===== config.mk =====
export PLATFORM = sky130hd
export DESIGN_NAME = decoder_scan_ctrl
export DESIGN_NICKNAME = d
export VERILOG_FILES = /design/src/rtl/decoder_scan_ctrl_pkg.sv /design/src/rtl/decoder_scan_ctrl_next_chan_find.sv /design/src/rtl/decoder_scan_ctrl.sv
export SDC_FILE = /design/constraint.sdc
export NUM_CORES = 1
export LEC_CHECK = 0
export ABC_AREA = 1
export CAP_MARGIN = 5
export CORE_MARGIN = 4
export CORE_UTILIZATION = 59
export CTS_BUF_LIST = sky130_fd_sc_hd__clkbuf_16
export DETAILED_ROUTE_END_ITERATION = 8
export GPL_TIMING_DRIVEN = 1
export PLACE_DENSITY_LB_ADDON = 0.3
export SETUP_SLACK_MARGIN = 0.3
export SLEW_MARGIN = 20
export SYNTH_ARGS = -nofsm -noshare
export SYNTH_HDL_FRONTEND = slang
export SYNTH_SLANG_ARGS = --single-unit

===== constraint.sdc =====
create_clock -name clk -period 4.16 [get_ports clk]
set_input_delay 1.248 -clock clk [delete_from_list [all_inputs] [get_ports clk]]
set_output_delay 1.248 -clock clk [all_outputs]
set_load 0.01 [all_outputs]

===== src/rtl/decoder_scan_ctrl_pkg.sv =====
// Shared types and constants for the 3-to-8 decoder scan controller.
package decoder_scan_ctrl_pkg;

    localparam int NUM_CH = 8;
    localparam int SEL_W  = 3;
    localparam int PTR_W  = 4;

    typedef enum logic [1:0] {
        IDLE  = 2'd0,
        SEEK  = 2'd1,
        DWELL = 2'd2,
        GAP   = 2'd3
    } state_t;

endpackage


===== src/rtl/decoder_scan_ctrl_next_chan_find.sv =====
// Combinational search for the next enabled channel at or above the scan
// pointer, plus the lowest enabled channel overall for wrap-around.
module next_chan_find
    import decoder_scan_ctrl_pkg::*;
(
    input  logic [NUM_CH-1:0] mask,
    input  logic [PTR_W-1:0]  pointer,
    output logic              found,
    output logic [SEL_W-1:0]  idx,
    output logic [SEL_W-1:0]  first_idx
);

    // Walk from the top down so the last hit written is the lowest index.
    always_comb begin
        found     = 1'b0;
        idx       = '0;
        first_idx = '0;
        for (int i = NUM_CH - 1; i >= 0; i--) begin
            if (mask[i]) begin
                first_idx = SEL_W'(i);
                if (PTR_W'(i) >= pointer) begin
                    found = 1'b1;
                    idx   = SEL_W'(i);
                end
            end
        end
    end

endmodule


===== src/rtl/decoder_scan_ctrl.sv =====
// Scans a 3-to-8 decoder across a channel mask, holding each channel enabled
// for a programmable dwell with a one-cycle break-before-make gap.
module decoder_scan_ctrl
    import decoder_scan_ctrl_pkg::*;
#(
    parameter int DWELL_W = 8
)
(
    input  logic               clk,
    input  logic               rst,
    input  logic               start,
    input  logic               stop,
    input  logic               cont,
    input  logic [NUM_CH-1:0]  chan_mask,
    input  logic [DWELL_W-1:0] dwell,
    output logic [SEL_W-1:0]   sel,
    output logic               en_n,
    output logic               busy,
    output logic               pass_done
);

    state_t             state_q, state_d;
    logic [SEL_W-1:0]   sel_q, sel_d;
    logic               en_n_q, en_n_d;
    logic               busy_q, busy_d;
    logic               pass_done_q, pass_done_d;
    logic [PTR_W-1:0]   ptr_q, ptr_d;
    logic [DWELL_W-1:0] cnt_q, cnt_d;
    logic [NUM_CH-1:0]  mask_q, mask_d;
    logic [DWELL_W-1:0] dwell_q, dwell_d;
    logic               cont_q, cont_d;

    logic               found;
    logic [SEL_W-1:0]   idx;
    logic [SEL_W-1:0]   first_idx;

    next_chan_find u_find (
        .mask      (mask_q),
        .pointer   (ptr_q),
        .found     (found),
        .idx       (idx),
        .first_idx (first_idx)
    );

    // dwell_q already holds max(dwell,1), so the down-counter loads dwell_q-1.
    always_comb begin
        state_d     = state_q;
        sel_d       = sel_q;
        pass_done_d = 1'b0;
        ptr_d       = ptr_q;
        cnt_d       = cnt_q;
        mask_d      = mask_q;
        dwell_d     = dwell_q;
        cont_d      = cont_q;

        case (state_q)
            IDLE: begin
                if (start && !stop && (chan_mask != '0)) begin
                    mask_d  = chan_mask;
                    dwell_d = (dwell == '0) ? DWELL_W'(1) : dwell;
                    cont_d  = cont;
                    ptr_d   = '0;
                    state_d = SEEK;
                end
            end
            SEEK: begin
                if (found) begin
                    sel_d   = idx;
                    cnt_d   = dwell_q - DWELL_W'(1);
                    state_d = DWELL;
                end else begin
                    pass_done_d = 1'b1;
                    if (cont_q) begin
                        sel_d   = first_idx;
                        cnt_d   = dwell_q - DWELL_W'(1);
                        state_d = DWELL;
                    end else begin
                        state_d = IDLE;
                    end
                end
            end
            DWELL: begin
                if (cnt_q == '0) begin
                    ptr_d   = {1'b0, sel_q} + PTR_W'(1);
                    state_d = GAP;
                end else begin
                    cnt_d = cnt_q - DWELL_W'(1);
                end
            end
            GAP: begin
                state_d = SEEK;
            end
            default: begin
                state_d = IDLE;
            end
        endcase

        if (stop) begin
            state_d     = IDLE;
            pass_done_d = 1'b0;
        end
    end

    assign busy_d = (state_d != IDLE);
    assign en_n_d = (state_d != DWELL);

    always_ff @(posedge clk or posedge rst) begin
        if (rst) begin
            state_q     <= IDLE;
            sel_q       <= '0;
            en_n_q      <= 1'b1;
            busy_q      <= 1'b0;
            pass_done_q <= 1'b0;
            ptr_q       <= '0;
            cnt_q       <= '0;
            mask_q      <= '0;
            dwell_q     <= '0;
            cont_q      <= 1'b0;
        end else begin
            state_q     <= state_d;
            sel_q       <= sel_d;
            en_n_q      <= en_n_d;
            busy_q      <= busy_d;
            pass_done_q <= pass_done_d;
            ptr_q       <= ptr_d;
            cnt_q       <= cnt_d;
            mask_q      <= mask_d;
            dwell_q     <= dwell_d;
            cont_q      <= cont_d;
        end
    end

    assign sel       = sel_q;
    assign en_n      = en_n_q;
    assign busy      = busy_q;
    assign pass_done = pass_done_q;

endmodule

* Word level (Yosys, flattened, before mapping)
Cells that the tools add are included.
Word-level totals: flip-flop bits (word level) 37, output and inout port bits 6, logic and storage cells 103
Operators by class: add/sub/neg operators 3, $lt $le $gt $ge 8, equality and inequality tests 8, multiplexer cells 59, reductions and logical operators 15
Operator list (count):
- $mux W3 | 26
- $mux W8 | 4
- $mux W1 | 19
- $ge A3 B4 Y1 const A | 4
- $logic_not A8 Y1 | 2
- $pmux W8 S2 | 1
- $sub A8 B1 Y8 const B | 2
- $mux W2 | 5
- $ge A1 B4 Y1 const A | 2
- $ge A2 B4 Y1 const A | 2
- $mux W4 | 2
- $ne A2 B2 Y1 const B | 4
- $pmux W2 S4 | 1
- $pmux W4 S2 | 1
- $reduce_bool A2 Y1 | 4
- $reduce_bool A8 Y1 | 1
- $reduce_and A3 Y1 | 2
- $add A3 B1 Y4 const B | 1
- $eq A2 B2 Y1 const B | 2
- $reduce_and A2 Y1 | 2
- $ne A3 B3 Y1 const B | 1
- $eq A2 B1 Y1 const B | 1
- $logic_and A1 B1 Y1 | 2
- $logic_not A2 Y1 | 1
- $logic_not A1 Y1 | 1

* Logic depth before layout (Yosys ltp)
Gate-level depths: netlist of run 1.
depth after elaboration 21, mapped depth 12

* Cells and area by module
Synthesis of run 1 repeated with hierarchy kept, for this count alone.
Unflattened totals: cells, all modules 293, area total of the unflattened synthesis 2100.8 sq um
By module, submodules not included:
- decoder_scan_ctrl | instances 1, cells each 243, area each 1868.0 sq um
- next_chan_find | instances 1, cells each 50, area each 232.7 sq um

* Worst setup path before layout of run 1
OpenSTA, ideal clock, no wires.
path type in2reg, start input chan_mask[6], end register dwell_q[1], arrival 2.062 ns, setup slack 1.965 ns, stages 5, path buffers 1, cells stage by stage nor3_1 > nand4_1 > nand3_1 > clkbuf_1 > o21ai_0
Between the ends: cells in the longest elaborated chain, start to end 3
Ends and longest elaborated chain:
- from (decl) | line decoder_scan_ctrl.sv:14 | input logic [NUM_CH-1:0] chan_mask,
- $reduce_bool A8 Y1 | line decoder_scan_ctrl.sv:58 | if (start && !stop && (chan_mask != '0)) begin
- $logic_and A1 B1 Y1 | line decoder_scan_ctrl.sv:58
- $reduce_and A2 Y1 (no line)
- to (signal assigned) | line decoder_scan_ctrl.sv:128 | dwell_q <= dwell_d;
- to (decl) | line decoder_scan_ctrl.sv:30 | logic [DWELL_W-1:0] dwell_q, dwell_d;
Every way passes these cells. A chain may end at the register's enable or synchronous reset.

* Worst setup path after layout of run 1
start input chan_mask[5], end register mask_q[1]
Between the ends: cells in the longest elaborated chain, start to end 3
Ends and longest elaborated chain:
- $reduce_bool A8 Y1 | line decoder_scan_ctrl.sv:58
- $logic_and A1 B1 Y1 | line decoder_scan_ctrl.sv:58
- $reduce_and A2 Y1 (no line)
- to (signal assigned) | line decoder_scan_ctrl.sv:127 | mask_q <= mask_d;
- to (decl) | line decoder_scan_ctrl.sv:29 | logic [NUM_CH-1:0] mask_q, mask_d;
Every way passes these cells.

==> flow_summary.ini, run 1 <==
[final_layout]
layout-drive-gt1-share_pct = 12.58
fin_nets = 332
final_core_util_pct = 75.13
stdcell_count = 356
diodes = 0
synthToLayoutAreaGrowth_pct = 20.08
final_area_um2 = 2566

[grt]
overflow = 0
grt_pass1_vias = 1621
grt_max_degree = 38
grt_pass1_wl_um = 7024
antenna_found_initial = 0
grt_usage_pct = 20.59

[detailed_routing]
initialDrtViolationCount = 119
drtAntennaViolNets = 0
wl_um = 4244
vias = 1850
viasPerCell = 5.197
wl_per_cell_um = 11.92
drt_pass1_iterations = 4
drc = 0

[clock_network]
cts_tree = built
clk_latency_ns = 0.27
hold_buffers = 0
cts-resized-gates = 0
numCtsBuffers = 5
path_clk_slew_ns = 0.05
post_cts_buffers = 0
cts_root_buf = clkbuf_16
htreeDepth = 2
cts.sinks = 37
clk_path_buf_depth = 2

[sta]
whs_ns = 0.4835
fmax_mhz = 331.6
setup_violations = 0
timing.final.crit_share_pct = 72.49
layout_min_cycle_time_ns = 3.015
max_slew_margin_pct = 29.70
finClkSkew_ns = 0.004390
rsz0062_at_grt = no
finalHoldViolations = 0
drv_slew = 0
worst_pin_slew_ns = 1.052
setup_tns_ns = 0

[synthesis]
syn_area_um2 = 2137
synth_xor_area_share_pct = 1.639
synth_top_family_by_area = simple AND/OR/NAND/NOR gates
syn_nets = 303
yosys_warnings = 0
synthAdderAreaFrac_pct = 1.171
synth_cell_types = 31
synth_compound_area_share_pct = 13.29
synth_edf_count = 0
synth_area_leaders = dfrtp_1 (42%), nand2_1 (12%), inv_1 (7.2%)
ys_seq_area_share_pct = 43.38
synth.area.mux_share_pct = 0
synthSimpleGateAreaFrac_pct = 31.32
ys_ff_latch = 37
syn_area_per_cell_um2 = 7.632
syn_inst = 280
yosysTopAreaCell = dfrtp_1
synth-async-reset-ratio_pct = 100.0
netlist.area_leader.share_pct = 42.15
ys.flop_type = dfrtp_1

[pwr]
p_leak_nw = 1.303
power_frac_seq_pct = 36.7
power.share.clock_pct = 23.0
ir_drop_v = 0.0003271
power.switching_mw = 0.5884
intPower_mw = 0.9250
swShare_pct = 38.88
power_density_nw_per_um2 = 589.7
combPwrFrac_pct = 40.3

[job]
drv_cap = 0

[critical_path]
ff2ff_setup_slack_ns = 2.16
cp-endpoint = mask_q[1]$_DFFE_PP0P_
reg2reg_from = state_q[1]$_DFF_PP0_
worst-path-max-fanout = 34
r2r_cells = 4
worstSetupStartpointType = input port
critical_path_class = in2reg
cp.arrival_ns = 3.12
timing.rr.end = mask_q[1]$_DFFE_PP0P_
endpoint_kind = register
startpoint = chan_mask[5]
crit_required_ns = 4.27

[placement]
io_buffers = 26
place_inst = 348
dp_hpwl_um = 3004
globalplace.congestion = 0.9082
dpl-instance-area_um2 = 2427

[outcome]
status = complete, no violations

[die]
die_width_um = 68.19
num_rows = 21
design.die.area_um2 = 4649
core_um2 = 3416
die-height_um = 68.19
io_pins = 27
initial_core_util_pct = 62.56

[min_path]
hold_class = reg2reg
cell families after synthesis:
family	count (synthesis)
AO/OA/AOI/OAI	48
XOR/XNOR	4
adder cells (fa/ha/maj)	2
buffers and inverters	48
flip-flops	37
AND/OR/NAND/NOR	141
power by group through the flow:
stage | sequential, mW | clock, mW | combinational [mW]
floorplan | 0.546 | 0 | 0.472
detailed placement | 0.559 | 0 | 0.597
global placement | 0.555 | 0 | 0.582
CTS | 0.554 | 0.354 | 0.611
global route | 0.568 | 0.369 | 0.694
finish | 0.555 | 0.349 | 0.609
layout by cell type, fill, tap and decap left out, types with 2 or more instances in the layout:
cell             count
a21boi_0             2
a21oi_1             13
clkbuf_16            5
clkdlybuf4s50_1     26
clkinv_2             2
dfrtp_1             36
ha_1                 2
inv_1               42
inv_2                2
nand2_1             70
nand2_2              7
nand2_4              3
nand3_1             14
nand3_2              2
nand4_1              4
nor2_1              30
nor2_2               2
nor2_4               2
nor3_1               2
nor4_1               2
o21ai_0             15
o21ai_1              7
o21ai_2              8
xor2_1               4
cells in the mapped netlist (all sizes together), types with 2 or more instances:
library cell,number
a21boi,2
a21oi,13
buf,3
clkbuf,2
dfrtp,36
ha,2
inv,43
nand2,80
nand3,17
nand4,4
nor2,35
nor3,2
nor4,2
o21ai,30
xor2,4
final cells by class:
type / instances / area, um2
Clock buffer: 5 / 125.1
Fill cell: 247 / 849.6
Inverter: 43 / 161.4
Tap cell: 46 / 57.56
Multi-Input combinational cell: 195 / 1013
Clock inverter: 3 / 13.76
Sequential cell: 37 / 927.1
Timing Repair Buffer: 27 / 267.8
worst max-delay path: stages:
cell and delay, ns:
clkdlybuf4s50_1 0.48, nor2_1 0.05, nand4_1 0.13, nand3_1 0.74, nor2_1 0.39, a21oi_1 0.08
through the flow:
step	total power [mW]	worst slack [ns]
finish	1.513	1.145
global route	1.631	0.9330
CTS	1.519	1.139
detailed placement	1.156	0.8996
global placement	1.137	0.9997
floorplan	1.018	1.965
per-layer routing:
metal | track usage [%] | routed length [um]
met1 | 27.22 | 1964
met5 | 0 | 0
met4 | 5.955 | 54
met2 | 33.45 | 1962
met3 | 5.090 | 262
sequential cells by signal (all words and copies together) (netlist names):
name	flops
sel	3
dwell_q	8
busy	1
cont_q	1
mask_q	8
cnt_q	8
state_q	2
pass_done	1
en_n	1
ptr_q	4
worst min path at each step:
stage	from	end	slack (ns)	cells past startpoint
after CTS	dwell_q[3]$_DFFE_PP0P_	dwell_q[3]$_DFFE_PP0P_	0.49	2
final	dwell_q[3]$_DFFE_PP0P_	dwell_q[3]$_DFFE_PP0P_	0.48	2
after global placement	cnt_q[6]$_DFFE_PP0P_	cnt_q[6]$_DFFE_PP0P_	0.47	2
after detailed placement	dwell_q[3]$_DFFE_PP0P_	dwell_q[3]$_DFFE_PP0P_	0.48	2
after floorplan	dwell_q[7]$_DFFE_PP0P_	dwell_q[7]$_DFFE_PP0P_	0.45	2
after global routing	cnt_q[5]$_DFFE_PP0P_	cnt_q[5]$_DFFE_PP0P_	0.51	2
No activity file was read; power rests on OpenSTA's default activity.
==> run 2: changes to the inputs <==
--- a/config.mk
+++ b/config.mk
@@ -8,7 +8,7 @@
 export ABC_AREA = 1
 export CAP_MARGIN = 5
 export CORE_MARGIN = 4
-export CORE_UTILIZATION = 59
+export CORE_UTILIZATION = 55
 export CTS_BUF_LIST = sky130_fd_sc_hd__clkbuf_16
 export DETAILED_ROUTE_END_ITERATION = 8
 export GPL_TIMING_DRIVEN = 1
==> constraint.sdc (replaced) <==
create_clock -name clk -period 2.9 [get_ports clk]
set_input_delay 0.87 -clock clk [delete_from_list [all_inputs] [get_ports clk]]
set_output_delay 0.87 -clock clk [all_outputs]
set_load 0.01 [all_outputs]
==> run 2 against run 1 <==
Die area up 6.4%. Register-to-register slack worse by 1.0 ns. Sequential share of layout area down 0.053 points. Clock-buffer cell count unchanged. Cell count up 0.56%. Sequential cell count unchanged. Wire length down 0.12%. Critical path type unchanged. Largest cell class unchanged.
==> flow_summary.ini, run 2 (synthesized netlist as in run 1, its figures left out) <==
[placement]
place_inst = 351
io_buffers = 26
globalplace.congestion = 0.8460
dp_hpwl_um = 3205

[final_layout]
final_common_cell = nand2_1
largest_registers = cnt_q x8, dwell_q x8, mask_q x8
layout-drive-gt1-share_pct = 12.26
fin_nets = 333
final_cell_mix = nand2_1 (70), inv_1 (42), dfrtp_1 (36)
diodes = 0
stdcell_count = 358
synthToLayoutAreaGrowth_pct = 20.26

[pwr]
power_density_nw_per_um2 = 834.7
intPower_mw = 1.323
ir_drop_v = 0.0005726
power.switching_mw = 0.8222
power.share.clock_pct = 22.6
swShare_pct = 38.33
combPwrFrac_pct = 40.1
power_frac_seq_pct = 37.3
p_leak_nw = 1.301

[clock_network]
cts_tree = built
clk_latency_ns = 0.27
htreeDepth = 2
hold_buffers = 0
cts-resized-gates = 0
numCtsBuffers = 5
clk_path_buf_depth = 2
cts_root_buf = clkbuf_16
post_cts_buffers = 0
cts.sinks = 37
path_clk_slew_ns = 0.05

[detailed_routing]
wl_um = 4239
vias = 1819
viasPerCell = 5.081
drtAntennaViolNets = 0
drc = 0
drt_pass1_iterations = 4
initialDrtViolationCount = 138
wl_per_cell_um = 11.84

[critical_path]
crit_required_ns = 3.09
endpoint_kind = register
worstSetupStartpointType = input port
worst-path-max-fanout = 28
cp.arrival_ns = 2.46
critical_path_class = in2reg

[sta]
finClkSkew_ns = 0.002307
finalHoldViolations = 0
setup_tns_ns = 0
max_slew_margin_pct = 69.44
setup_violations = 0
layout_min_cycle_time_ns = 2.269
rsz0062_at_grt = no
worst_pin_slew_ns = 0.4584
fmax_mhz = 440.6
whs_ns = 0.4882
timing.final.crit_share_pct = 78.26
drv_slew = 0

[die]
core_um2 = 3716
design.die.area_um2 = 4947
io_pins = 27
initial_core_util_pct = 57.51
die_width_um = 70.34
die-height_um = 70.34
num_rows = 22

[grt]
grt_pass1_vias = 1736
grt_max_degree = 38
antenna_found_initial = 0
grt_usage_pct = 18.46
overflow = 0
grt_pass1_wl_um = 7472

[min_path]
hold_class = reg2reg

[job]
drv_cap = 0

[outcome]
status = complete, no violations
run 2: changes by cell type in the layout (fill, tap and decap cells not counted):
cell,before,now
clkinv_1,0,1
buf_4,1,2
clkinv_2,2,0
run 2: final cells by class:
class                   count  area, um2
clock buffers               5      125.1
clock inverters             2      7.507
fillers                   312       1146
inverters                  43      161.4
multi-input cells         195       1013
flip-flops and latches     37      927.1
well taps                  48      60.06
repair buffers             28      275.3
run 2: metrics by stage:
stage,util (%),worst slack (ns),power (mW),instance area [um2]
5_1_grt,69.16,0.5155,2.334,2570
4_1_cts,69.16,0.6154,2.165,2570
3_5_place_dp,65.59,0.3646,1.663,2437
2_1_floorplan,-,1.083,1.460,2137
6_report,69.16,0.6306,2.145,2570
3_3_place_gp,65.59,0.3851,1.642,2437
run 2: critical path, stage by stage:
cell and delay [ns]:
clkdlybuf4s50_1 0.42, nor3_1 0.22, nand4_1 0.17, nand3_1 0.26, buf_4 0.32, nor2_1 0.08
a21oi_1 0.12
run 2: worst paths after layout:
check | start | end | slack [ns] | cells past startpoint
setup reg to reg | state_q[0]$_DFF_PP0_ | cnt_q[6]$_DFFE_PP0P_ | 1.16 | 9
max in group asynchronous | rst | en_n$_DFF_PP1_ | 1.55 | 3
hold reg to reg | dwell_q[0]$_DFFE_PP0P_ | dwell_q[0]$_DFFE_PP0P_ | 0.49 | 2
min in group asynchronous | rst | mask_q[6]$_DFFE_PP0P_ | 1.00 | 3
setup / recovery | chan_mask[6] | dwell_q[2]$_DFFE_PP0P_ | 0.63 | 7
hold / removal | dwell_q[0]$_DFFE_PP0P_ | dwell_q[0]$_DFFE_PP0P_ | 0.49 | 2
run 2: power groups by stage:
stage | Clock [mW] | Combinational [mW] | Sequential (mW)
floorplan | 0 | 0.677 | 0.784
global placement | 0 | 0.843 | 0.798
detailed placement | 0 | 0.859 | 0.805
CTS | 0.498 | 0.868 | 0.799
global route | 0.517 | 0.996 | 0.822
finish | 0.486 | 0.860 | 0.800
run 2: metal layers:
metal / global-route usage (%) / share of wire, %
met5: 0 / 0
met4: 5.745 / 1.7
met3: 4.317 / 3.7
met2: 31.08 / 51
met1: 23.33 / 44
==> run 3: changes to the inputs <==
--- a/config.mk
+++ b/config.mk
@@ -8,7 +8,7 @@
 export ABC_AREA = 1
 export CAP_MARGIN = 5
 export CORE_MARGIN = 4
-export CORE_UTILIZATION = 55
+export CORE_UTILIZATION = 50
 export CTS_BUF_LIST = sky130_fd_sc_hd__clkbuf_16
 export DETAILED_ROUTE_END_ITERATION = 8
 export GPL_TIMING_DRIVEN = 1
==> constraint.sdc (replaced) <==
create_clock -name clk -period 2 [get_ports clk]
set_input_delay 0.6 -clock clk [delete_from_list [all_inputs] [get_ports clk]]
set_output_delay 0.6 -clock clk [all_outputs]
set_load 0.01 [all_outputs]
==> run 3 against run 2 <==
Critical path depth is 6 lower. Via count is 3.9% higher. Clock skew is 0.0016 ns higher. Clock-buffer cell count stayed put. Cell area is 6.6% higher. First-iteration DRC count is 22% lower. Worst hold slack better by 0.0067 ns. Critical endpoint is now en_n. Largest cell class unchanged.
==> flow_summary.ini, run 3 (synthesized netlist as in run 1, its figures left out) <==
[outcome]
status = complete, no violations

[grt]
antenna_found_initial = 0
overflow = 0
grt_pass1_wl_um = 7976
grt_usage_pct = 19.22
grt_max_degree = 29
grt_pass1_vias = 1897

[sta]
layout_min_cycle_time_ns = 1.631
rsz0062_at_grt = no
timing.final.crit_share_pct = 81.54
finalHoldViolations = 0
setup_violations = 0
drv_slew = 0
max_slew_margin_pct = 71.71
fmax_mhz = 613.2
worst_pin_slew_ns = 0.4238
finClkSkew_ns = 0.003908

[critical_path]
worstSetupStartpointType = register
worst_path_max_delay_cell = dfstp_2
endpoint_kind = primary output
critical_path_class = reg2out
max_stage_delay_ns = 0.50
crit_family = flip-flops
crit_path_cell_trace = dlygate4sd2_1
worst-path-max-fanout = 1
reg2reg_from = state_q[0]$_DFF_PP0_
path_buf_inv = 1
crit_required_ns = 1.40
cp.arrival_ns = 1.03
startpoint = en_n$_DFF_PP1_

[die]
initial_core_util_pct = 52.67
design.die.area_um2 = 5384
die-height_um = 73.38
die_width_um = 73.38
num_rows = 23
io_pins = 27
core_um2 = 4058

[final_layout]
stdcell_count = 366
ff_latch_area_um2 = 932.1
largest_registers = cnt_q x8, dwell_q x8, mask_q x8
multi_input_area_um2 = 1077
final_cell_mix = nand2_1 (70), inv_1 (43), dfrtp_1 (32)
fill_cells = 341
layout-drive-gt1-share_pct = 16.46
diodes = 0
final_area_um2 = 2739
final_common_cell = nand2_1
fin_nets = 338
synthToLayoutAreaGrowth_pct = 28.16

[pwr]
combPwrFrac_pct = 41.5
power.switching_mw = 1.264
ir_drop_v = 0.0006446
swShare_pct = 39.18
power_frac_seq_pct = 36.1
power.share.clock_pct = 22.4
p_leak_nw = 1.437
power_density_nw_per_um2 = 1178
intPower_mw = 1.963

[detailed_routing]
drc = 0
wl_per_cell_um = 13.05
wl_um = 4775
vias = 1890
viasPerCell = 5.164
drt_pass1_iterations = 4
initialDrtViolationCount = 108
drtAntennaViolNets = 0

[clock_network]
clk_path_buf_depth = 2
cts_tree = built
hold_buffers = 0
cts_root_buf = clkbuf_16
clk_latency_ns = 0.28
path_clk_slew_ns = 0.05
cts.sinks = 37
htreeDepth = 2
numCtsBuffers = 5

[placement]
place_inst = 355
io_buffers = 26
globalplace.congestion = 0.8757
dpl-instance-area_um2 = 2467
dp_hpwl_um = 3440

[job]
drv_cap = 0

[min_path]
hold_class = reg2reg
hp-start = cnt_q[5]$_DFFE_PP0P_
-- run 3: area by class of cell --
type / instances / area share (%)
multi-input cells: 195 / 39.33
repair buffers: 33 / 13.39
clock buffers: 5 / 4.568
clock inverters: 3 / 0.4111
flip-flops and latches: 37 / 34.03
inverters: 43 / 5.984
well taps: 50 / 2.284
-- run 3: per-stage QoR --
step           hold WS, ns  util, %  setup WS (ns)  setup TNS (ns)  power, mW
2_1_floorplan       0.4457        -         0.4405               0      2.118
3_3_place_gp        0.4650    60.81       -0.03848         -0.2189      2.393
3_5_place_dp        0.4791    60.81       -0.02948         -0.1587      2.435
4_1_cts             0.4950    64.38         0.2820               0      3.162
5_1_grt             0.5346    67.50         0.2716               0      3.525
6_report            0.4949    67.50         0.3692               0      3.227
-- run 3: per-layer routing --
layer / vias up / routed length (um) / global-route usage [%]
met3: 13 / 176 / 4.514
li1: 955 / - / -
met4: 0 / 145 / 8.853
met5: - / 0 / 0
met1: 888 / 2050 / 22.58
met2: 34 / 2402 / 33.07
-- run 3: final timing paths --
kind,to,slack [ns],cells after the start
worst max-delay path,en_n,0.37,1
worst min-delay path,cnt_q[5]$_DFFE_PP0P_,0.49,2
worst max register to register,cnt_q[6]$_DFFE_PP0P_,0.43,9
worst min register to register,cnt_q[5]$_DFFE_PP0P_,0.49,2
max in group asynchronous,ptr_q[2]$_DFFE_PP0P_,0.89,3
min in group asynchronous,sel[0]$_DFFE_PP0P_,0.62,2
-- run 3: what timing repair did --
item,4_1_cts,5_1_grt
gates resized for setup,8,26
setup endpoints to repair,18,28
buffers inserted,1,0
cloned,0,2
pin swaps,0,5
-- run 3: power groups by stage --
stage	logic [mW]	registers, mW	clock network (mW)
2_1_floorplan	0.981	1.14	0
3_3_place_gp	1.23	1.16	0
3_5_place_dp	1.26	1.17	0
4_1_cts	1.28	1.15	0.736
5_1_grt	1.54	1.20	0.785
6_report	1.34	1.16	0.722
